--- src/rtl/motor_pkg.sv ---
// Shared types and helpers for the H-bridge PWM driver: drive modes,
// per-channel FSM states and counter range helpers.
package motor_pkg;

    typedef enum logic [1:0] {
        COAST = 2'b00,
        FWD   = 2'b01,
        REV   = 2'b10,
        BRAKE = 2'b11
    } mode_t;

    typedef enum logic [2:0] {
        S_COAST,
        S_FWD,
        S_REV,
        S_BRAKE,
        S_DEAD
    } ch_state_t;

    localparam int unsigned DEFAULT_CW = 8;

    function automatic int unsigned cnt_max(input int unsigned cw);
        return (32'd1 << cw) - 32'd1;
    endfunction

    function automatic ch_state_t mode_to_state(input mode_t m);
        case (m)
            COAST:   return S_COAST;
            FWD:     return S_FWD;
            REV:     return S_REV;
            default: return S_BRAKE;
        endcase
    endfunction

endpackage

--- src/rtl/hbridge_ch.sv ---
// One H-bridge channel: shadowed duty/mode, drive FSM with dead-time
// insertion on mode changes, PWM compare and registered gate outputs.
module hbridge_ch
    import motor_pkg::*;
#(
    parameter int unsigned CW       = 8,
    parameter int unsigned DEAD_CYC = 4
) (
    input  logic          clk,
    input  logic          rst,
    input  logic          i_enable,
    input  logic          i_pe,
    input  logic [CW-1:0] i_cnt,
    input  logic [CW-1:0] i_duty,
    input  logic [1:0]    i_mode,
    output logic          o_a,
    output logic          o_b,
    output logic          o_dead_busy
);

    localparam int unsigned   DT_INIT = (DEAD_CYC > 0) ? DEAD_CYC - 1 : 0;
    localparam logic [CW-1:0] DT_LOAD = DT_INIT[CW-1:0];
    localparam bit            NO_DEAD = (DEAD_CYC == 0);

    ch_state_t     r_state;
    mode_t         r_pend;
    logic [CW-1:0] r_duty;
    logic [CW-1:0] r_dtmr;
    logic          r_a;
    logic          r_b;
    logic          r_db;

    mode_t         w_new_mode;
    ch_state_t     w_new_state;
    mode_t         w_pend_eff;
    logic          w_on;

    assign w_new_mode  = mode_t'(i_mode);
    assign w_new_state = mode_to_state(w_new_mode);
    // A boundary inside dead time replaces the pending mode in the same cycle.
    assign w_pend_eff  = i_pe ? w_new_mode : r_pend;
    assign w_on        = (r_duty == '1) || (i_cnt < r_duty);

    always_ff @(posedge clk or posedge rst) begin
        if (rst) begin
            r_state <= S_COAST;
            r_pend  <= COAST;
            r_duty  <= '0;
            r_dtmr  <= '0;
            r_a     <= 1'b0;
            r_b     <= 1'b0;
            r_db    <= 1'b0;
        end else if (!i_enable) begin
            r_state <= S_COAST;
            r_dtmr  <= '0;
            r_a     <= 1'b0;
            r_b     <= 1'b0;
            r_db    <= 1'b0;
        end else begin
            if (i_pe) r_duty <= i_duty;
            r_a  <= ((r_state == S_FWD) && w_on) || (r_state == S_BRAKE);
            r_b  <= ((r_state == S_REV) && w_on) || (r_state == S_BRAKE);
            r_db <= (r_state == S_DEAD);
            case (r_state)
                S_DEAD: begin
                    if (r_dtmr != '0) r_dtmr <= r_dtmr - 1'b1;
                    if (i_pe) r_pend <= w_new_mode;
                    if (i_pe && (w_new_mode == COAST)) r_state <= S_COAST;
                    else if (r_dtmr == '0)             r_state <= mode_to_state(w_pend_eff);
                end
                default: begin
                    if (i_pe && (w_new_state != r_state)) begin
                        if ((w_new_mode == COAST) || NO_DEAD) begin
                            r_state <= w_new_state;
                        end else begin
                            r_state <= S_DEAD;
                            r_pend  <= w_new_mode;
                            r_dtmr  <= DT_LOAD;
                        end
                    end
                end
            endcase
        end
    end

    assign o_a         = r_a;
    assign o_b         = r_b;
    assign o_dead_busy = r_db;

endmodule

--- src/rtl/hbridge_pwm_ctrl.sv ---
// Multi-channel H-bridge PWM driver: shared period counter and boundary
// pulse feeding NCH independent channel controllers.
module hbridge_pwm_ctrl
    import motor_pkg::*;
#(
    parameter int unsigned NCH      = 2,
    parameter int unsigned CW       = DEFAULT_CW,
    parameter int unsigned DEAD_CYC = 4
) (
    input  logic              clk,
    input  logic              rst,
    input  logic              enable,
    input  logic [NCH*CW-1:0] duty_in,
    input  logic [NCH*2-1:0]  mode_in,
    output logic [NCH-1:0]    pwm_a,
    output logic [NCH-1:0]    pwm_b,
    output logic              period_start,
    output logic [NCH-1:0]    dead_busy
);

    localparam int unsigned   MAX_I   = cnt_max(CW);
    localparam logic [CW-1:0] CNT_MAX = MAX_I[CW-1:0];

    logic [CW-1:0] r_cnt;
    logic          r_ps;
    logic          w_pe;

    assign w_pe = enable && (r_cnt == CNT_MAX);

    always_ff @(posedge clk or posedge rst) begin
        if (rst) begin
            r_cnt <= '0;
            r_ps  <= 1'b0;
        end else begin
            r_cnt <= enable ? r_cnt + 1'b1 : '0;
            r_ps  <= w_pe;
        end
    end

    assign period_start = r_ps;

    genvar g;
    generate
        for (g = 0; g < NCH; g++) begin : g_ch
            hbridge_ch #(
                .CW       (CW),
                .DEAD_CYC (DEAD_CYC)
            ) u_ch (
                .clk         (clk),
                .rst         (rst),
                .i_enable    (enable),
                .i_pe        (w_pe),
                .i_cnt       (r_cnt),
                .i_duty      (duty_in[g*CW +: CW]),
                .i_mode      (mode_in[g*2 +: 2]),
                .o_a         (pwm_a[g]),
                .o_b         (pwm_b[g]),
                .o_dead_busy (dead_busy[g])
            );
        end
    endgenerate

endmodule
--- config.mk ---
export PLATFORM = sky130hd
export DESIGN_NAME = hbridge_pwm_ctrl
export DESIGN_NICKNAME = d
export VERILOG_FILES = /design/src/rtl/motor_pkg.sv /design/src/rtl/hbridge_ch.sv /design/src/rtl/hbridge_pwm_ctrl.sv
export SDC_FILE = /design/constraint.sdc
export NUM_CORES = 1
export LEC_CHECK = 0
export ABC_AREA = 1
export CELL_PAD_IN_SITES_DETAIL_PLACEMENT = 0
export CELL_PAD_IN_SITES_GLOBAL_PLACEMENT = 1
export CORE_MARGIN = 2
export CORE_UTILIZATION = 43
export CTS_CLUSTER_DIAMETER = 60
export DETAILED_ROUTE_END_ITERATION = 6
export PLACE_DENSITY_LB_ADDON = 0.1
export SETUP_SLACK_MARGIN = 0.4
export SYNTH_ARGS = -nofsm -noshare
export SYNTH_HDL_FRONTEND = slang
export SYNTH_SLANG_ARGS = --single-unit
--- constraint.sdc ---
create_clock -name clk -period 2.6 [get_ports clk]
set_input_delay 0.65 -clock clk [delete_from_list [all_inputs] [get_ports clk]]
set_output_delay 0.65 -clock clk [all_outputs]
set_load 0.005 [all_outputs]
==> impl_summary.md, run 1 <==
Yosys
The post-synth design cell area is 3560 um2. The per-instance average area after synthesis is 7.35 um2. The number of distinct standard cells referenced by the synthesized netlist is 30.

The compound-cell area share of the yosys netlist is 0.0555. The register area share after synthesis is 0.400. The post-synthesis mux area share is 0. Counting every net in the synthesized netlist gives 527. The yosys synthesis warning count is 0. The commonest register cell after synthesis is sky130_fd_sc_hd__dfrtp_1.

The simple logic cell fraction of the synthesized area is 0.367. Of the total synthesized cell area, the portion taken by XOR and XNOR cells is 0.0147. The cell count after synthesis is 485. The flip-flop and latch count after synthesis is 57. The proportion of register bits with asynchronous set or reset after synthesis is 1.00.

The adder-cell area share of the yosys netlist is 0.0667. The combinational family with the most area after synthesis is simple AND/OR/NAND/NOR gates. The synthesized design contains 0 enable-type register cells.

Finish
The register cell area after layout is 1430 um2. The number of filler instances in the final layout is 812. The total number of nets in the final design is 557. Once layout is complete, the cells apart from fillers number 625.

In the layout the commonest cells are sky130_fd_sc_hd__nand2_1 (150), sky130_fd_sc_hd__inv_1 (59), sky130_fd_sc_hd__dfrtp_1 (57). The repair_antennas step left the layout with diodes totalling 0. The library cell used most frequently in the layout, excluding fill and tap cells, is sky130_fd_sc_hd__nand2_1.

The ratio of cells with drive above 1 in the final layout is 0.0846. Relative to the synthesized area, the layout overhead comes to 16.5%. The combined area of the multi-input logic cells is 1800 um2.

Timing
Headroom to the max-slew limit came out at 0.698. For the pin with the worst max-slew slack, the measured transition is 452 ps. For the finished layout, the period the worst path requires is 1890 ps. Across the routed clock network, the largest skew measured is 11.4 ps. The total count of hold-check failures in the final report is 0. The achievable frequency is 529 MHz. Setup total negative slack on the finished layout was measured at 0 ps. Setup repair after global routing left no endpoint under its margin. The final number of max-transition violations is 0. In the finished design, the share of the clock period the worst path needs comes to 0.727. Setup violations remaining at the end of the flow were counted as 0.

Floorplanning
The die outline area is 9030 um2. The die is 95.0 um wide. The vertical die dimension is 95.0 um.

The effective utilization at floorplan is 0.438. The number of top-level pins is 30. The number of rows in the core area is 33. The floorplan step defined a core boundary enclosing 8130 um2.

Power and ir drop
The total leakage power is 0.00221 uW. The ratio of total power to cell area is 681 nW/um2. The highest ir drop seen on vdd is 446 uV.

Detailed routing
In this run, the number of DRC markers left after iteration 0 of detailed routing was 106. In this run the remaining antenna-violating nets after routing total 0. The routed via count divided by cell count is 4.86. After detailed routing, the number of remaining DRC violations is 0. The final route contains 3039 vias. The detailed-router iteration count before antenna repair is 4. The final routed wirelength across all metal layers is 7960 um. The wire length per cell is 12.7 um.

Setup path
The endpoint arrival time on the critical path is 2090 ps. The nature of the critical path endpoint is a flop. The critical path's slowest cell is sky130_fd_sc_hd__clkdlybuf4s50_1. The critical path class is in -> reg.

The required time at the endpoint of the critical path is 2790 ps. The worst-path maximum fanout is 31. The largest stage delay on the critical path is 510 ps.

Walking the worst path, the cells encountered are clkdlybuf4s50_1 > inv_2 > nor2_2 > nand2_4 > clkinv_4 > buf_4 > o21ai_0. The worst setup path is launched from an input port.

Clocking
The clock-pin transition on the worst setup and hold timing paths is 70 ps. The number of post-CTS setup repair buffers is 0. The buffer type at the clock tree root is sky130_fd_sc_hd__clkbuf_8.

The number of buffers inserted for hold repair after clock tree synthesis is 0. The clock tree from TritonCTS is built. The maximum buffer depth of the clock tree is 2. The number of buffers added by the clock tree synthesis step is 9. The clock net in this run drives a total of 57 sinks. Post-CTS repair changed the size of 0 cells. The number of H-tree levels is 3.

The worst-skew pair later-pin latency is 330 ps.

Placement
The cell count after placement is 609. The count of buffers added on input and output ports is 29. At the end of routability-driven placement, the weighted congestion stood at 0.856. The estimated wirelength of the detail-placed design is 5730 um.

GRT
The overall routing resource usage is 0.194. The initial antenna violation count is 0. The remaining global-route overflow is 0. The pin count of the biggest net entering global routing is 40. The number of global-route vias before repair is 2857. The wire length of the first global-routing pass is 13600 um.

Run status
The run finished with clean final reports.

Min path
The worst min-delay path category is reg -> reg.

Run
Across the run, the number of max-cap violations was 0.
metal layers:
layer  GRT usage  vias up  wire length [um]
met1       0.267     1385              4000
met5           0        -                 0
met3      0.0451       11               262
met4      0.0652        0               127
li1            -     1593                 -
met2       0.302       50              3560
power by group:
group / total [uW] / internal, uW / switching [uW]
combinational: 883 / 321 / 562
clock: 884 / 521 / 363
sequential: 1060 / 976 / 85.8
total: 2830 / 1820 / 1010
through the flow:
step / cell area (um2) / setup slack, ps / total power [uW] / hold WS (ps) / util
global placement: 3950 / 345 / 1960 / 459 / 0.485
global route: 4150 / 578 / 3050 / 495 / 0.511
CTS: 4150 / 691 / 2850 / 483 / 0.511
detailed placement: 3950 / 344 / 1960 / 461 / 0.485
floorplan: 3560 / 550 / 1750 / 442 / -
finish: 4150 / 710 / 2830 / 481 / 0.511
critical path, delay by kind of cell:
kind,cells,cell delay [ps]
buf+inv,4,940
simple gates,2,350
compound gates,1,140
cell families (layout without fill, tap and decap cells):
family | count (synthesis) | after routing
AND/OR/NAND/NOR | 284 | 284
buffers and inverters | 81 | 116
flip-flops | 57 | 57
XOR/XNOR | 6 | 6
adder cells (fa/ha/maj) | 19 | 19
AO/OA/AOI/OAI | 38 | 38
path summary, 6_finish.rpt:
kind	startpoint	to	slack [ps]	cells past startpoint
max	enable	g_ch[1].u_ch.r_duty[1]	710	7
min	g_ch[0].u_ch.r_dtmr[1]	g_ch[0].u_ch.r_dtmr[1]	480	2
max reg2reg	r_cnt[1]	g_ch[1].u_ch.r_duty[1]	810	7
min reg2reg	g_ch[0].u_ch.r_dtmr[1]	g_ch[0].u_ch.r_dtmr[1]	480	2
max in group asynchronous	rst	g_ch[1].u_ch.r_dtmr[0]	1390	3
min in group asynchronous	rst	g_ch[0].u_ch.r_duty[4]	640	2
flip-flops by register name, indices dropped and copies added, names as in the netlist:
register,count
g_ch.u_ch.o_a,2
g_ch.u_ch.o_b,2
g_ch.u_ch.o_dead_busy,2
g_ch.u_ch.r_dtmr,16
g_ch.u_ch.r_duty,16
g_ch.u_ch.r_pend,4
g_ch.u_ch.r_state,6
period_start,1
r_cnt,8
cell usage after synthesis, types with 2 or more instances:
| cell type | count | area (um2) |
|---|---|---|
| sky130_fd_sc_hd__nor2_2 | 4 | 25.0 |
| sky130_fd_sc_hd__buf_4 | 6 | 45.0 |
| sky130_fd_sc_hd__inv_2 | 5 | 18.8 |
| sky130_fd_sc_hd__nand2_1 | 150 | 563 |
| sky130_fd_sc_hd__nor3_1 | 11 | 55.1 |
| sky130_fd_sc_hd__inv_1 | 60 | 225 |
| sky130_fd_sc_hd__buf_2 | 6 | 30.0 |
| sky130_fd_sc_hd__o21ai_0 | 24 | 120 |
| sky130_fd_sc_hd__nand3b_1 | 4 | 30.0 |
| sky130_fd_sc_hd__clkbuf_1 | 2 | 7.51 |
| sky130_fd_sc_hd__xnor2_1 | 2 | 17.5 |
| sky130_fd_sc_hd__a21oi_1 | 11 | 55.1 |
| sky130_fd_sc_hd__nand2_2 | 2 | 12.5 |
| sky130_fd_sc_hd__nand2_4 | 6 | 67.6 |
| sky130_fd_sc_hd__nand4_1 | 5 | 31.3 |
| sky130_fd_sc_hd__ha_1 | 19 | 238 |
| sky130_fd_sc_hd__dfrtp_1 | 57 | 1430 |
| sky130_fd_sc_hd__nand3_1 | 53 | 265 |
| sky130_fd_sc_hd__xor2_1 | 4 | 35.0 |
| sky130_fd_sc_hd__nand3_4 | 3 | 52.6 |
| sky130_fd_sc_hd__nor2_1 | 42 | 158 |
cell type report:
cell class              count  share of cell area
clock inverters             2             0.00844
flip-flops and latches     57               0.343
multi-input cells         347               0.432
clock buffers              14              0.0416
inverters                  67              0.0624
well taps                 105              0.0316
repair buffers             33              0.0801
Power figures use the tool's default switching activity.
==> inputs of run 2 (changes only) <==
Clock period 2.6 ns to 1.74 ns, I/O delays scaled along.
==> impl_summary.md, run 2 (synthesized netlist as in run 1, its figures left out) <==
Finish
The most common library cell in the layout ignoring fill and taps is sky130_fd_sc_hd__nand2_1. The ratio of cells with drive above 1 in the final layout is 0.283. Excluding fillers, the count of instances in the completed layout stands at 664.

Relative to the synthesized area, the layout overhead comes to 33.0%. The layout has 768 filler cells. In the layout the commonest cells are sky130_fd_sc_hd__nand2_1 (133), sky130_fd_sc_hd__dfrtp_1 (51), sky130_fd_sc_hd__inv_1 (49). 0 antenna diodes ended up in the layout. The final core utilization is 0.583. The largest registers in the layout are g_ch.u_ch.r_dtmr x16, g_ch.u_ch.r_duty x16, r_cnt x8.

At the end of the flow, the number of nets in the layout was 596.

Timing
The setup violation total in the final timing report is 0. The ratio of final minimum period to clock period is 0.825. The total count of hold-check failures in the final report was 0. The relative slew slack is 0.793. The minimum clock period is 1440 ps. Setup repair after global routing could not meet its margin everywhere. Static timing analysis puts the maximum clock frequency at 697 MHz. At the pin with the least slew margin, the transition time is 310 ps.

The final number of max-transition violations was 0. The worst path setup slack after routing is 305 ps. The maximum clock skew at final layout is 11.2 ps.

GRT
The wire length of the first global-routing pass is 13600 um. The initial antenna violation count is 0. For this run, the total global-route usage over all layers was measured as 0.193. The number of global-route vias before repair was 2991. Global routing finished with a remaining overflow of 0. The pin count of the biggest net entering global routing is 58.

Clocking
In this run, CTS created clock tree buffers numbering 9. The number of H-tree levels is 3. In this run the deepest clock path goes through 2 buffers.

The clock-pin transition on the worst setup and hold timing paths is 70 ps. The sink count of the clock tree is 57. The clock tree from TritonCTS is built. The buffer type at the clock tree root is sky130_fd_sc_hd__clkbuf_8. For the worst-skew pair, the clock arrives at the later sink with an insertion delay of 340 ps.

Setup path
The signal on the critical path passes through ha_2 > nand2_2 > nor2_4 > nand2_4 > clkinv_8 > nand2_4 > nand2_8 > nand2_4 > inv_2 > nand2_1 > nand2_1. In this design, the critical path's most frequently occurring cell is sky130_fd_sc_hd__nand2_4. Data arrives at the worst endpoint at 1670 ps.

The nature of the critical path endpoint is a flop. The worst register-to-register path begins at r_cnt[1]. For the worst setup path, the data required time is 1970 ps. The largest stage delay on the critical path is 390 ps. The worst setup path is of the reg -> reg kind.

STA classifies the critical path startpoint as a flop. Of all nets on the critical path, the largest fanout is 8. The worst flop-to-flop path endpoint is g_ch[0].u_ch.r_state[0]. The critical path's slowest cell is sky130_fd_sc_hd__dfrtp_1. In this run the register-to-register setup slack is 300 ps. The depth of the most critical reg-to-reg path is 11.

Floorplanning
The core area is 8130 um2. During I/O placement, the number of pins put on the boundary was 30. The die covers 9030 um2. For this configuration, the core starts out at a cell density of 0.438. From left edge to right edge, the die measures 95.0 um. The vertical die dimension is 95.0 um. The number of rows in the core area is 33.

Placement
The estimated wirelength of the detail-placed design is 5610 um. The count of port buffers added during placement is 29. Routability-driven placement finished with a final weighted congestion of 0.788. Including well taps, the total number of placed cells is 627. Timing analysis after detailed placement gives a worst setup slack of -175 ps.

Run status
The flow ran to the end, and the final reports show no timing, DRC or antenna violations.

Detailed routing
The residual DRC count is 0. The detailed-router iteration count before antenna repair is 4. The DRC violation total after the first TritonRoute iteration is 92.

The detail route stage leaves a number of antenna-violating nets equal to 0. Using the TritonRoute via totals, the vias-per-cell ratio works out to 4.87. In the final routed layout, each cell accounts on average for 12.4 um. The final route contains 3232 vias. The final layout contains routed wiring with a total length of 8250 um.

Min path
In this run the worst hold path is classified as reg -> reg. The worst hold path stage count is 2. The startpoint identified for the worst hold timing path is g_ch[1].u_ch.r_pend[0]. For hold timing, the worst endpoint is g_ch[1].u_ch.r_pend[0].

Power and ir drop
In this run the static leakage power is 0.00240 uW. Across the VDD grid, the largest voltage drop is 851 uV. In this run the power density over the cells is 979 nW/um2. The power consumption is 4640 uW.

Run
The count of max-cap constraint violations is 0.
[run 2: cell count changes in the layout (fill, tap and decap cells not counted), moves of 10 or more]
cell | before | now
sky130_fd_sc_hd__nand2_1 | 150 | 133
sky130_fd_sc_hd__nand2_2 | 2 | 16
sky130_fd_sc_hd__buf_4 | 3 | 35
sky130_fd_sc_hd__nand3_1 | 53 | 43
sky130_fd_sc_hd__inv_1 | 59 | 49
sky130_fd_sc_hd__nand3_2 | 1 | 12
sky130_fd_sc_hd__clkdlybuf4s50_1 | 29 | 17
[run 2: power by group]
part	internal [uW]	total (uW)	switching [uW]
clock	695	1260	561
sequential	1460	1600	141
combinational	765	1790	1020
total	2920	4640	1720
[run 2: routing by layer]
metal	track usage	up-vias	wire length, um	part of all wire
met5	0	-	0	0
met3	0.0261	12	291	0.035
met1	0.261	1479	4040	0.49
li1	-	1677	-	-
met2	0.309	64	3790	0.46
met4	0.0833	0	138	0.017
[run 2: area by class of cell]
cell class	count	area [um2]	share of cell area
Multi-Input combinational cell	348	2080	0.438
Sequential cell	57	1430	0.302
Timing Repair Buffer	71	624	0.132
Inverter	67	277	0.0583
Clock buffer	11	141	0.0298
Tap cell	105	131	0.0277
Clock inverter	5	55.1	0.0116
[run 2: how the worst max path moves through the flow]
stage | from | endpoint | slack, ps
final | r_cnt[1] | g_ch[0].u_ch.r_state[0] | 300
after global routing | r_cnt[0] | g_ch[1].u_ch.r_dtmr[2] | 220
after CTS | r_cnt[7] | g_ch[1].u_ch.o_b | 300
after detailed placement | enable | g_ch[0].u_ch.r_duty[2] | -180
after global placement | enable | g_ch[0].u_ch.r_state[0] | -160
after floorplan | r_cnt[1] | g_ch[1].u_ch.r_dtmr[3] | 290
[run 2: repair_timing]
| action | CTS | global route |
|---|---|---|
| hold buffers | 0 | 0 |
| gates resized for setup | 66 | 51 |
| hold endpoints to repair | 0 | 0 |
| gates cloned | 1 | 0 |
| buffers inserted | 13 | 7 |
| pin swaps | 14 | 18 |
| setup endpoints to repair | 55 | 49 |
[run 2: stage by stage]
stage          hold slack, ps  setup TNS (ps)  instance area (um2)
6_report                  469               0                 4740
5_1_grt                   491               0                 4740
4_1_cts                   477               0                 4520
3_5_place_dp              459           -5910                 4090
3_3_place_gp              454           -4610                 4090
2_1_floorplan             442               0                 3580
[run 2: worst max-delay path: cells and delay by family, from the launching register on]
| kind | cells | cell delay [ps] |
|---|---|---|
| AND/OR/NAND/NOR | 8 | 620 |
| flip-flops | 1 | 390 |
| adder cells (fa/ha/maj) | 1 | 210 |
| buffers and inverters | 2 | 130 |
==> inputs of run 3 (changes only) <==
Clock period 1.74 ns to 1.5 ns, I/O delays scaled along.
==> impl_summary.md, run 3 (synthesized netlist as in run 1, its figures left out) <==
Placement
The cell count after placement is 642. The total cell area at the placement stage is 4220 um2. After legalization and detailed placement, the total HPWL measured 5850 um.

The routability congestion estimate is 0.810. The count of port buffers added during placement is 29.

Finish
The library cell used most frequently in the layout, excluding fill and tap cells, is sky130_fd_sc_hd__nand2_1. The finished layout cell area is 5000 um2. In the final layout, the registers with the most flip-flops are g_ch.u_ch.r_dtmr x16, g_ch.u_ch.r_duty x16, r_cnt x8. Once layout is complete, the utilization of the core stands at 0.615. The non-filler instance count after layout is 673. The final layout contains 606 nets. The area growth from synthesis to layout is 40.3%. The top cell types in the final layout, fill and taps aside, are sky130_fd_sc_hd__nand2_1 (105), sky130_fd_sc_hd__dfrtp_1 (52), sky130_fd_sc_hd__inv_1 (51). The repair_antennas step left the layout with diodes totalling 0. The filler cells instantiated in the layout total 729. Of the cells placed in the final design, the portion with a size suffix greater than 1 is 0.356.

Setup path
The critical path's slowest cell is sky130_fd_sc_hd__dfrtp_2. The depth of the most critical reg-to-reg path is 10. The largest stage delay on the critical path is 440 ps. STA classifies the critical path startpoint as a flop.

The startpoint identified for the worst register-to-register timing path is r_cnt[5]. In this run the worst setup path begins at r_cnt[5]. The worst-path maximum fanout is 7. At the worst endpoint, the required time is 1730 ps. The critical path class is reg -> reg. The critical path goes through buf_6 > nand3_4 > nor2_4 > nand2_4 > clkinv_8 > nand2_8 > nand3_4 > nand2_8 > nand2_2 > nand2_1. The setup slack of the worst register-to-register path is 40 ps. The worst setup path is captured at a flop.

The endpoint arrival time on the critical path is 1690 ps.

Timing
Setup repair after global routing could not meet its margin everywhere. Dividing the final minimum period by the clock period gives 0.973. The minimum clock period is 1460 ps. For the final database, setup skew stands at 5.39 ps.

The accumulated negative setup slack is 0 ps. The total count of hold-check failures in the final report is 0. The final number of max-transition violations was 0. Timing would allow up to 685 MHz.

Headroom to the max-slew limit came out at 0.810. Setup violations remaining at the end of the flow were counted as 0. The transition time of the tightest slew-check pin is 284 ps.

Detailed routing
The detailed-router iteration count before antenna repair is 4. For this run, design rule violations remaining after detail routing come to 0. The final layout contains routed wiring with a total length of 8750 um. The DRC violation total after the first TritonRoute iteration is 65. The wire length per cell is 13.0 um. The routed via count divided by cell count is 4.87. For this block, the via count after detailed routing is 3280. The count of nets left with antenna violations after detail routing is 0.

Clocking
Buffers inserted to repair hold after CTS numbered 0. The number of H-tree levels is 3. At the later pin of the worst-skew pair, clock insertion delay measures 340 ps. The buffer type at the clock tree root is sky130_fd_sc_hd__clkbuf_8. The number of buffers added by the clock tree synthesis step is 9. The sink count of the clock tree is 57. The clock-pin transition on the worst setup and hold timing paths is 70 ps. TritonCTS built the clock tree. No sink is reached through more buffers than the 2 on the longest clock path.

Floorplanning
30 I/O pins were placed. The die outline area is 9030 um2. The floorplan has 33 rows. The effective utilization at floorplan is 0.438. The core region is 8130 um2.

The vertical die dimension is 95.0 um. The floorplan step set the die width to 95.0 um.

GRT
The wire length of the first global-routing pass is 14700 um. After global routing, the most crowded layer is met2. The pin count of the biggest net entering global routing is 32. The number of global-route vias before repair is 3217. The overall routing resource usage is 0.210.

The met2 track demand over resource in global routing is 0.347. For met1 alone, demand over resource in global routing was 0.273. The global-route track usage on met3 is 0.0451.

The remaining global-route overflow is 0. The initial antenna violation count is 0.

Power and ir drop
The part of the power in the clock network is 0.262. The net load switching power is 1970 uW. The proportion of total power due to net switching is 0.380. The proportion of power drawn by combinational gates is 0.381. The cell-internal power is 3220 uW. The ratio of total power to cell area is 1040 nW/um2.

IR analysis of the VDD net gives a maximum drop of 846 uV. The share of total power dissipated in sequential elements is 0.357. The total leakage power is 0.00258 uW.

Min path
The worst min-delay path category is in -> async.

Run
The count of max-cap constraint violations is 0.

Run status
The flow ran to the end, and the final reports show no timing, DRC or antenna violations.
## run 3: cell count changes in the layout (fill, tap and decap cells not counted), sizes merged
cell,delta
clkinv,+1
dlygate4sd2,-3
clkinvlp,-3
buf,+11
dlymetal6s2s,-1
inv,+1
clkdlybuf4s50,+4
bufinv,-1
## run 3: worst paths after layout
kind                                           to
max in group asynchronous                r_cnt[2]
min in group clk           g_ch[0].u_ch.r_dtmr[1]
min                        g_ch[0].u_ch.r_dtmr[7]
max reg2reg                g_ch[1].u_ch.r_dtmr[5]
min reg2reg                g_ch[0].u_ch.r_dtmr[1]
max                        g_ch[1].u_ch.r_dtmr[5]
## run 3: worst max-delay path: cells and delay by family (launching register included)
kind	cells	cell delay, ps
buffers and inverters	2	210
flip-flops	1	440
AND/OR/NAND/NOR	8	690
## run 3: final cells by class
cell class / instances / area (um2) / share of cell area
Timing Repair Buffer: 81 / 723 / 0.145
Inverter: 67 / 273 / 0.0546
Tap cell: 105 / 131 / 0.0263
Clock buffer: 12 / 165 / 0.0330
Sequential cell: 57 / 1430 / 0.287
Multi-Input combinational cell: 348 / 2260 / 0.452
Clock inverter: 3 / 15.0 / 0.00300
## run 3: power by group through the flow
| stage | logic (uW) | registers [uW] | clock network, uW |
|---|---|---|---|
| finish | 1980 | 1850 | 1360 |
| global placement | 1750 | 1850 | 0 |
| CTS | 1840 | 1830 | 1400 |
| global route | 2220 | 1880 | 1470 |
| detailed placement | 1770 | 1850 | 0 |
| floorplan | 1220 | 1830 | 0 |
## run 3: layer usage
layer / vias to the layer above / part of all wire
li1: 1699 / -
met1: 1529 / 0.47
met2: 41 / 0.49
met3: 11 / 0.025
met4: 0 / 0.015
met5: - / 0
## run 3: repair_timing
item                                    4_1_cts  5_1_grt
setup buffers                                11        4
endpoints found under the setup margin       63       60
gates cloned                                  1        0
gates resized for setup                      69      112
pin swaps                                    11       41
endpoints found under the hold margin         0        0
## run 3: metrics by stage
stage	hold slack [ps]	setup WS [ps]	power, uW
floorplan	442	53.3	3050
global placement	455	-349	3600
detailed placement	461	-370	3620
CTS	312	69.4	5060
global route	326	-42.0	5570
finish	319	40.4	5190
